File: src/rtl/apb_timer_mc.sv
// Multi-channel APB timer: NUM_CH prescaled auto-reload up-counters with one-shot mode,
// per-channel W1C update flags and a merged level interrupt.
module apb_timer_mc #(
  parameter int unsigned NUM_CH = 2,
  parameter int unsigned CNT_W  = 32
) (
  input  logic        PCLK,
  input  logic        PRESET,
  input  logic [7:0]  PADDR,
  input  logic [31:0] PWDATA,
  input  logic        PWRITE,
  input  logic        PENABLE,
  input  logic        PSEL,
  output logic [31:0] PRDATA,
  output logic        PREADY,
  output logic        irq
);

  localparam int unsigned DATA_W = 32;

  logic              en    [NUM_CH];
  logic              opm   [NUM_CH];
  logic              irqen [NUM_CH];
  logic [CNT_W-1:0]  cnt   [NUM_CH];
  logic [CNT_W-1:0]  psc   [NUM_CH];
  logic [CNT_W-1:0]  arr   [NUM_CH];
  logic [CNT_W-1:0]  pcnt  [NUM_CH];
  logic [NUM_CH-1:0] status;
  logic [NUM_CH-1:0] irqen_vec;

  logic              acc, wr;
  logic [2:0]        sel_ch;
  logic [1:0]        sel_reg;
  logic              ch_space, stat_sel;
  logic [NUM_CH-1:0] hit, tick, cr_wr, clr_wr, cnt_wr, psc_wr, arr_wr, wrap;
  logic [NUM_CH-1:0] w1c;
  logic              unused_ok;

  assign acc      = PSEL & PENABLE;
  assign wr       = acc & PWRITE;
  assign PREADY   = acc;
  assign sel_ch   = PADDR[6:4];
  assign sel_reg  = PADDR[3:2];
  assign ch_space = ~PADDR[7];
  assign stat_sel = (PADDR[7:2] == 6'h20);
  assign w1c      = (wr && stat_sel) ? PWDATA[NUM_CH-1:0] : '0;
  assign unused_ok = ^{PADDR[1:0], PWDATA};

  // Per-channel address decode, prescaler tick and wrap detection.
  always_comb begin
    hit       = '0;
    tick      = '0;
    cr_wr     = '0;
    clr_wr    = '0;
    cnt_wr    = '0;
    psc_wr    = '0;
    arr_wr    = '0;
    wrap      = '0;
    irqen_vec = '0;
    for (int n = 0; n < NUM_CH; n++) begin
      hit[n]       = ch_space && (sel_ch == 3'(n));
      tick[n]      = en[n] && (pcnt[n] >= psc[n]);
      cr_wr[n]     = wr && hit[n] && (sel_reg == 2'd0);
      clr_wr[n]    = cr_wr[n] && PWDATA[1];
      cnt_wr[n]    = wr && hit[n] && (sel_reg == 2'd1);
      psc_wr[n]    = wr && hit[n] && (sel_reg == 2'd2);
      arr_wr[n]    = wr && hit[n] && (sel_reg == 2'd3);
      // A CLR or a CNT write pre-empts the tick, so no flag and no one-shot stop.
      wrap[n]      = tick[n] && (cnt[n] >= arr[n]) && !clr_wr[n] && !cnt_wr[n];
      irqen_vec[n] = irqen[n];
    end
  end

  always_ff @(posedge PCLK) begin
    if (PRESET) begin
      for (int n = 0; n < NUM_CH; n++) begin
        en[n]    <= 1'b0;
        opm[n]   <= 1'b0;
        irqen[n] <= 1'b0;
        cnt[n]   <= '0;
        psc[n]   <= '0;
        arr[n]   <= '0;
        pcnt[n]  <= '0;
      end
      status <= '0;
      irq    <= 1'b0;
    end else begin
      for (int n = 0; n < NUM_CH; n++) begin
        // A CR write overrides the one-shot auto-stop in the same cycle.
        if (cr_wr[n]) begin
          en[n]    <= PWDATA[0];
          opm[n]   <= PWDATA[2];
          irqen[n] <= PWDATA[3];
        end else if (wrap[n] && opm[n]) begin
          en[n] <= 1'b0;
        end

        if (clr_wr[n] || tick[n]) begin
          pcnt[n] <= '0;
        end else if (en[n]) begin
          pcnt[n] <= pcnt[n] + CNT_W'(1);
        end

        if (clr_wr[n]) begin
          cnt[n] <= '0;
        end else if (cnt_wr[n]) begin
          cnt[n] <= PWDATA[CNT_W-1:0];
        end else if (wrap[n]) begin
          cnt[n] <= '0;
        end else if (tick[n]) begin
          cnt[n] <= cnt[n] + CNT_W'(1);
        end

        if (psc_wr[n]) psc[n] <= PWDATA[CNT_W-1:0];
        if (arr_wr[n]) arr[n] <= PWDATA[CNT_W-1:0];
      end
      // Hardware set wins over a coincident W1C.
      status <= (status & ~w1c) | wrap;
      irq    <= |(status & irqen_vec);
    end
  end

  // Read mux; zero outside the access phase and for unmapped addresses.
  always_comb begin
    PRDATA = '0;
    if (acc) begin
      if (stat_sel) begin
        PRDATA = DATA_W'(status);
      end else begin
        for (int n = 0; n < NUM_CH; n++) begin
          if (hit[n]) begin
            case (sel_reg)
              2'd0:    PRDATA = {28'd0, irqen[n], opm[n], 1'b0, en[n]};
              2'd1:    PRDATA = DATA_W'(cnt[n]);
              2'd2:    PRDATA = DATA_W'(psc[n]);
              default: PRDATA = DATA_W'(arr[n]);
            endcase
          end
        end
      end
    end
  end

endmodule

File: config.mk
export PLATFORM = sky130hd
export DESIGN_NAME = apb_timer_mc
export DESIGN_NICKNAME = d
export VERILOG_FILES = /design/src/rtl/apb_timer_mc.sv
export SDC_FILE = /design/constraint.sdc
export NUM_CORES = 1
export LEC_CHECK = 0
export ABC_AREA = 1
export BUFFER_PORTS_ARGS = -buffer_cell sky130_fd_sc_hd__buf_2
export CAP_MARGIN = 5
export CELL_PAD_IN_SITES_DETAIL_PLACEMENT = 1
export CELL_PAD_IN_SITES_GLOBAL_PLACEMENT = 2
export CORE_MARGIN = 3
export CORE_UTILIZATION = 35
export CTS_BUF_LIST = sky130_fd_sc_hd__clkbuf_8 sky130_fd_sc_hd__clkbuf_16
export CTS_CLUSTER_SIZE = 16
export DETAILED_ROUTE_END_ITERATION = 8
export PLACE_DENSITY = 0.83
export SLEW_MARGIN = 25
export SYNTH_ARGS = -nofsm -noshare
export SYNTH_HDL_FRONTEND = slang
export SYNTH_SLANG_ARGS = --single-unit
File: constraint.sdc
create_clock -name PCLK -period 3.9 [get_ports PCLK]
set_input_delay 0.78 -clock PCLK [delete_from_list [all_inputs] [get_ports PCLK]]
set_output_delay 0.78 -clock PCLK [all_outputs]
set_load 0.1 [all_outputs]
Yosys cells after proc, flatten, opt, wreduce, memory -nomap -nowiden
Memory sizes are Yosys's and may differ from the RTL's.
Cells that the tools add are included.
W data, S select, Z words.
{"block": "totals", "reg_bits": 3, "mem_bits_rw": 262, "input_bits": 45, "out_inout_bits": 34, "elab_cells": 196, "memories": 7}
{"block": "op_classes", "n_addsub": 4, "magnitude_cmp": 4, "n_eq_ne": 5, "mux": 109, "n_bitwise": 31, "reduce_logical": 34}
{"name": "arr", "depth": 2, "width": 32, "rd": 2, "rd_ports_with_merged_regs": 0, "wr": 2, "line": "26", "text": "logic [CNT_W-1:0] arr [NUM_CH];"}
{"name": "cnt", "depth": 2, "width": 32, "rd": 2, "rd_ports_with_merged_regs": 0, "wr": 2, "line": "24", "text": "logic [CNT_W-1:0] cnt [NUM_CH];"}
{"name": "pcnt", "depth": 2, "width": 32, "rd": 2, "rd_ports_with_merged_regs": 0, "wr": 2, "line": "27", "text": "logic [CNT_W-1:0] pcnt [NUM_CH];"}
{"name": "psc", "depth": 2, "width": 32, "rd": 2, "rd_ports_with_merged_regs": 0, "wr": 2, "line": "25", "text": "logic [CNT_W-1:0] psc [NUM_CH];"}
{"name": "en", "depth": 2, "width": 1, "rd": 2, "rd_ports_with_merged_regs": 0, "wr": 2, "line": "21", "text": "logic en [NUM_CH];"}
{"name": "irqen", "depth": 2, "width": 1, "rd": 2, "rd_ports_with_merged_regs": 0, "wr": 2, "line": "23", "text": "logic irqen [NUM_CH];"}
{"name": "1 more memories"}
{"op": "$mux W32", "n": 20}
{"op": "$pmux W32 S3", "n": 2}
{"op": "$add A32 B1 Y32 const B", "n": 4}
{"op": "$ge A32 B32 Y1", "n": 4}
{"op": "$mux W1", "n": 86}
{"op": "$logic_and A1 B1 Y1", "n": 25}
{"op": "$or A1 B1 Y1", "n": 24}
{"op": "$eq A6 B6 Y1 const B", "n": 1}
{"op": "$and A2 B2 Y2", "n": 2}
{"op": "$eq A2 B2 Y1 const B", "n": 2}
{"op": "$logic_not A1 Y1", "n": 4}
{"op": "$eq A3 B1 Y1 const B", "n": 1}
{"op": "$logic_not A3 Y1", "n": 1}
{"op": "$and A1 B1 Y1", "n": 2}
{"op": "$eq A2 B1 Y1 const B", "n": 1}
{"op": "$logic_not A2 Y1", "n": 1}
{"op": "$logic_or A1 B1 Y1", "n": 2}
{"op": "$mux W2", "n": 1}
{"op": "$not A2 Y2", "n": 1}
{"op": "$or A2 B2 Y2", "n": 1}
{"op": "$reduce_or A2 Y1", "n": 1}
{"op": "$not A1 Y1", "n": 1}

Longest topological paths before layout
{"block": "logic_depth", "ltp_word": 15, "mapped_depth": 19, "depth_no_buf": 19}

Least setup slack after synthesis
No wires, ideal clock.
{"block": "synth_path", "kind": "in2out", "startpoint": "input port PADDR[6]", "endpoint": "output port PRDATA[19]", "arrival_ns": 3.939, "required_ns": 3.120, "path_slack_ns": -0.819, "cell_stages": 7, "path_buffers": 2, "path_cell_list": "inv_1 > nand4_2 > inv_2 > clkbuf_1 > clkbuf_1 > a21oi_1 > a211oi_1"}
{"block": "synth_between", "elab_chain_len": 6, "elab_cells_between_ends": 9, "classes_between": "2 x eq/ne; 4 x mux; 3 x reduce/logical"}
{"element": "start: declaration", "line": "9", "text": "input logic [7:0] PADDR,"}
{"element": "$logic_not A3 Y1", "line": "61", "text": "hit[n] = ch_space && (sel_ch == 3'(n));"}
{"element": "$logic_and A1 B1 Y1", "line": "61"}
{"element": "$mux W32 (2 in series)", "line": "131", "text": "if (hit[n]) begin"}
{"element": "$mux W32 *", "line": "127", "text": "if (stat_sel) begin"}
{"element": "$mux W32 *", "line": "126", "text": "if (acc) begin"}
{"element": "end: declaration", "line": "14", "text": "output logic [31:0] PRDATA,"}
Every way passes the cells marked *; elsewhere a longest branch is shown, timed or not.

Final worst setup path
{"block": "layout_path", "startpoint": "input port PADDR[6]", "endpoint": "output port PRDATA[14]"}
The elaborated chain is that of the path after synthesis.

==> impl_metrics.ini <==
[global_routing]
grt_pass1_vias = 15800
grt_pass1_wl_microns = 91700
grt_start_max_net_pins = 45
grt-ovfl-total = 0
grt_usage_pct = 22.5
grt_antenna_before_repair = 0

[power]
powerDensity_mw_per_mm2 = 375
p_int_mw = 5.58
power.total_mw = 7.68
p_leak_nw = 8.62
ir_drop_mv = 0.248
power_switching_mw = 2.10
seq_power_share_pct = 45.0
p_comb_share_pct = 12.4
switching_share_pct = 27.4
clkPwrFrac_pct = 42.6

[timing]
fin_crit_sh_pct = 89.9
relSlewSlack_pct = 46.3
fin_crit_ns = 3.50
rsz0062_at_grt = false
fmax_mhz = 285
setup-violations-final = 0
hold_viol = 0
tightest_slew_ns = 0.799
finalMaxSlewViolations = 0
fin_worst_skew_ns = 0.0196

[logic_synthesis]
synth_area_per_cell_sq_um = 8.65
synthArstFlopShare_pct = 0
synth_cells = 2025
synth_top_area_share_pct = 44.7
yosys_warnings = 0
synth_cell_types = 48
synth.net_count = 2202
synth_area_leaders = edfxtp_1 45%, ha_1 9.4%, nand2_1 8.1%
synth_area_sq_mm = 0.0175
ys_seq_area_share_pct = 45.2
yosysMostFrequentCell = nand2_1
synth_commonest_cells = 379 x nand2_1, 303 x inv_1, 261 x edfxtp_1
synth.largest_area_cell = edfxtp_1
ys_ff_latch = 265
synth_flop_cell = edfxtp_1
synth_edf_count = 261

[run_status]
status = finished, final reports clean

[setup_path]
r2r_setup_slack_ns = 0.56
critical_path.max_fanout = 44
cp.arrival_ns = 2.72
critPathKind = primary input to output pin
start_kind = primary input
reg2reg_to = cnt[0][28]
startpoint = PADDR[6]
r2r_start = pcnt[0][27]
end_kind = output pin
r2r_cells = 11
crit_required_ns = 3.12
endpoint = PRDATA[14]

[layout]
diodes = 0
drive_gt1_share_pct = 11.9
fillers = 5768
area_growth_pct = 16.9
fin_util_pct = 41.7
nets = 2284

[clock_tree]
cts_hold_buf = 0
cts_sinks = 265
path_clk_slew_ns = 0.05
cts.root.buffer_cell = clkbuf_16
numCtsBuffers = 35
h-tree-depth = 2
worstSkewPairLatency_ns = 0.55
cts_tree = built
ctsResizeCount = 0
post_cts_buffers = 0
clk_path_buf_depth = 3

[route]
drcViolationCount = 0
wl_per_cell_microns = 21.3
postRouteAntennaNets = 0
drtPass1Iterations = 5
drtIter0Drc = 949
via_per_inst = 5.29
vias = 14800
route.final.wire_length_microns = 59600

[placement]
place_congestion = 0.898
post-dp-hpwl_microns = 46500
io_buffers = 76

[flow_run]
drv_cap = 0

[floorplan]
ios = 79
start_util_pct = 35.7
core_area_sq_mm = 0.0492
die_area_sq_mm = 0.0528
die_y_microns = 230
fp.dieW_microns = 230
fp-row-count = 81

[hold_path]
hp-class = flop to flop
[flip-flops by register name (all words and copies together) (netlist names)]
register,count
psc,64
pcnt,64
irqen,2
en,2
status,2
opm,2
cnt,64
arr,64
irq,1
[cell usage in the layout, fill, tap and decap left out, drive strengths merged, types with 2 or more instances in the layout]
cell	instances
clkbuf	38
ha	132
a221oi	6
a21o	4
xnor2	33
edfxtp	261
inv	323
a31oi	2
nor3	58
o221ai	56
nor3b	10
nor4	4
bufinv	4
clkinv	13
nand3	83
nand2	387
a21oi	135
xor2	60
o22ai	15
a211oi	26
nor2	236
o21a	4
buf	106
o211ai	4
o21ai	78
dfxtp	4
or2	10
nand4	33
[cell type report]
type	count	area, sq um	area share (%)
Timing Repair Buffer	106	1120	5.49
Clock buffer	38	940	4.59
Multi-Input combinational cell	1381	8280	40.4
Tap cell	664	831	4.06
Clock inverter	22	198	0.965
Sequential cell	265	7920	38.7
Inverter	318	1200	5.84
[per-layer routing]
metal  routed length, microns  vias up  track usage, %
li1                         -     7062               -
met1                    25500     7280            28.1
met2                    29900      324            40.0
met3                     2160      103            2.96
met4                     2050        0            7.66
met5                        0        -               0
[through the flow]
step                area (sq um)  hold WS [ns]  instances  setup TNS [ns]  setup slack, ns
floorplan                  17700         0.439       2025           -1.40           -0.796
detailed placement         19300         0.485       2734               0            0.421
global route               20500         0.506       2794               0            0.259
CTS                        20500         0.486       2794               0            0.401
global placement           19300         0.470       2734               0            0.478
finish                     20500         0.486       2794               0            0.396
[worst max-delay path: stages]
cell,delay [ns]
buf_2,0.09
inv_1,0.08
nand4_2,0.21
inv_2,0.40
buf_12,0.31
a21oi_1,0.08
a211oi_2,0.49
buf_12,0.25
[worst min path at each step]
| stage | to | from | slack, ns | depth (start not counted) |
|---|---|---|---|---|
| 2_1_floorplan | irq | status[0] | 0.44 | 2 |
| 3_3_place_gp | irq | status[0] | 0.47 | 2 |
| 3_5_place_dp | irq | status[0] | 0.48 | 2 |
| 4_1_cts | irq | status[0] | 0.49 | 2 |
| 5_1_grt | irq | status[0] | 0.51 | 2 |
| 6_report | irq | status[0] | 0.49 | 2 |
[power by group through the flow]
stage | logic [mW] | clock network, mW | registers (mW)
2_1_floorplan | 0.619 | 0 | 3.45
3_3_place_gp | 0.909 | 0 | 3.51
3_5_place_dp | 0.952 | 0 | 3.52
4_1_cts | 0.960 | 3.35 | 3.46
5_1_grt | 1.07 | 3.44 | 3.48
6_report | 0.953 | 3.27 | 3.46
[cells by family (layout without fill, tap and decap cells)]
family	count (synthesis)	after routing	share of synthesized area (%)
AND/OR/NAND/NOR	824	824	20.7
buffers and inverters	379	484	8.47
AO/OA/AOI/OAI	332	332	11.5
flip-flops	265	265	45.2
adder cells (fa/ha/maj)	132	132	9.42
XOR/XNOR	93	93	4.65
Power figures use the tool's default switching activity.
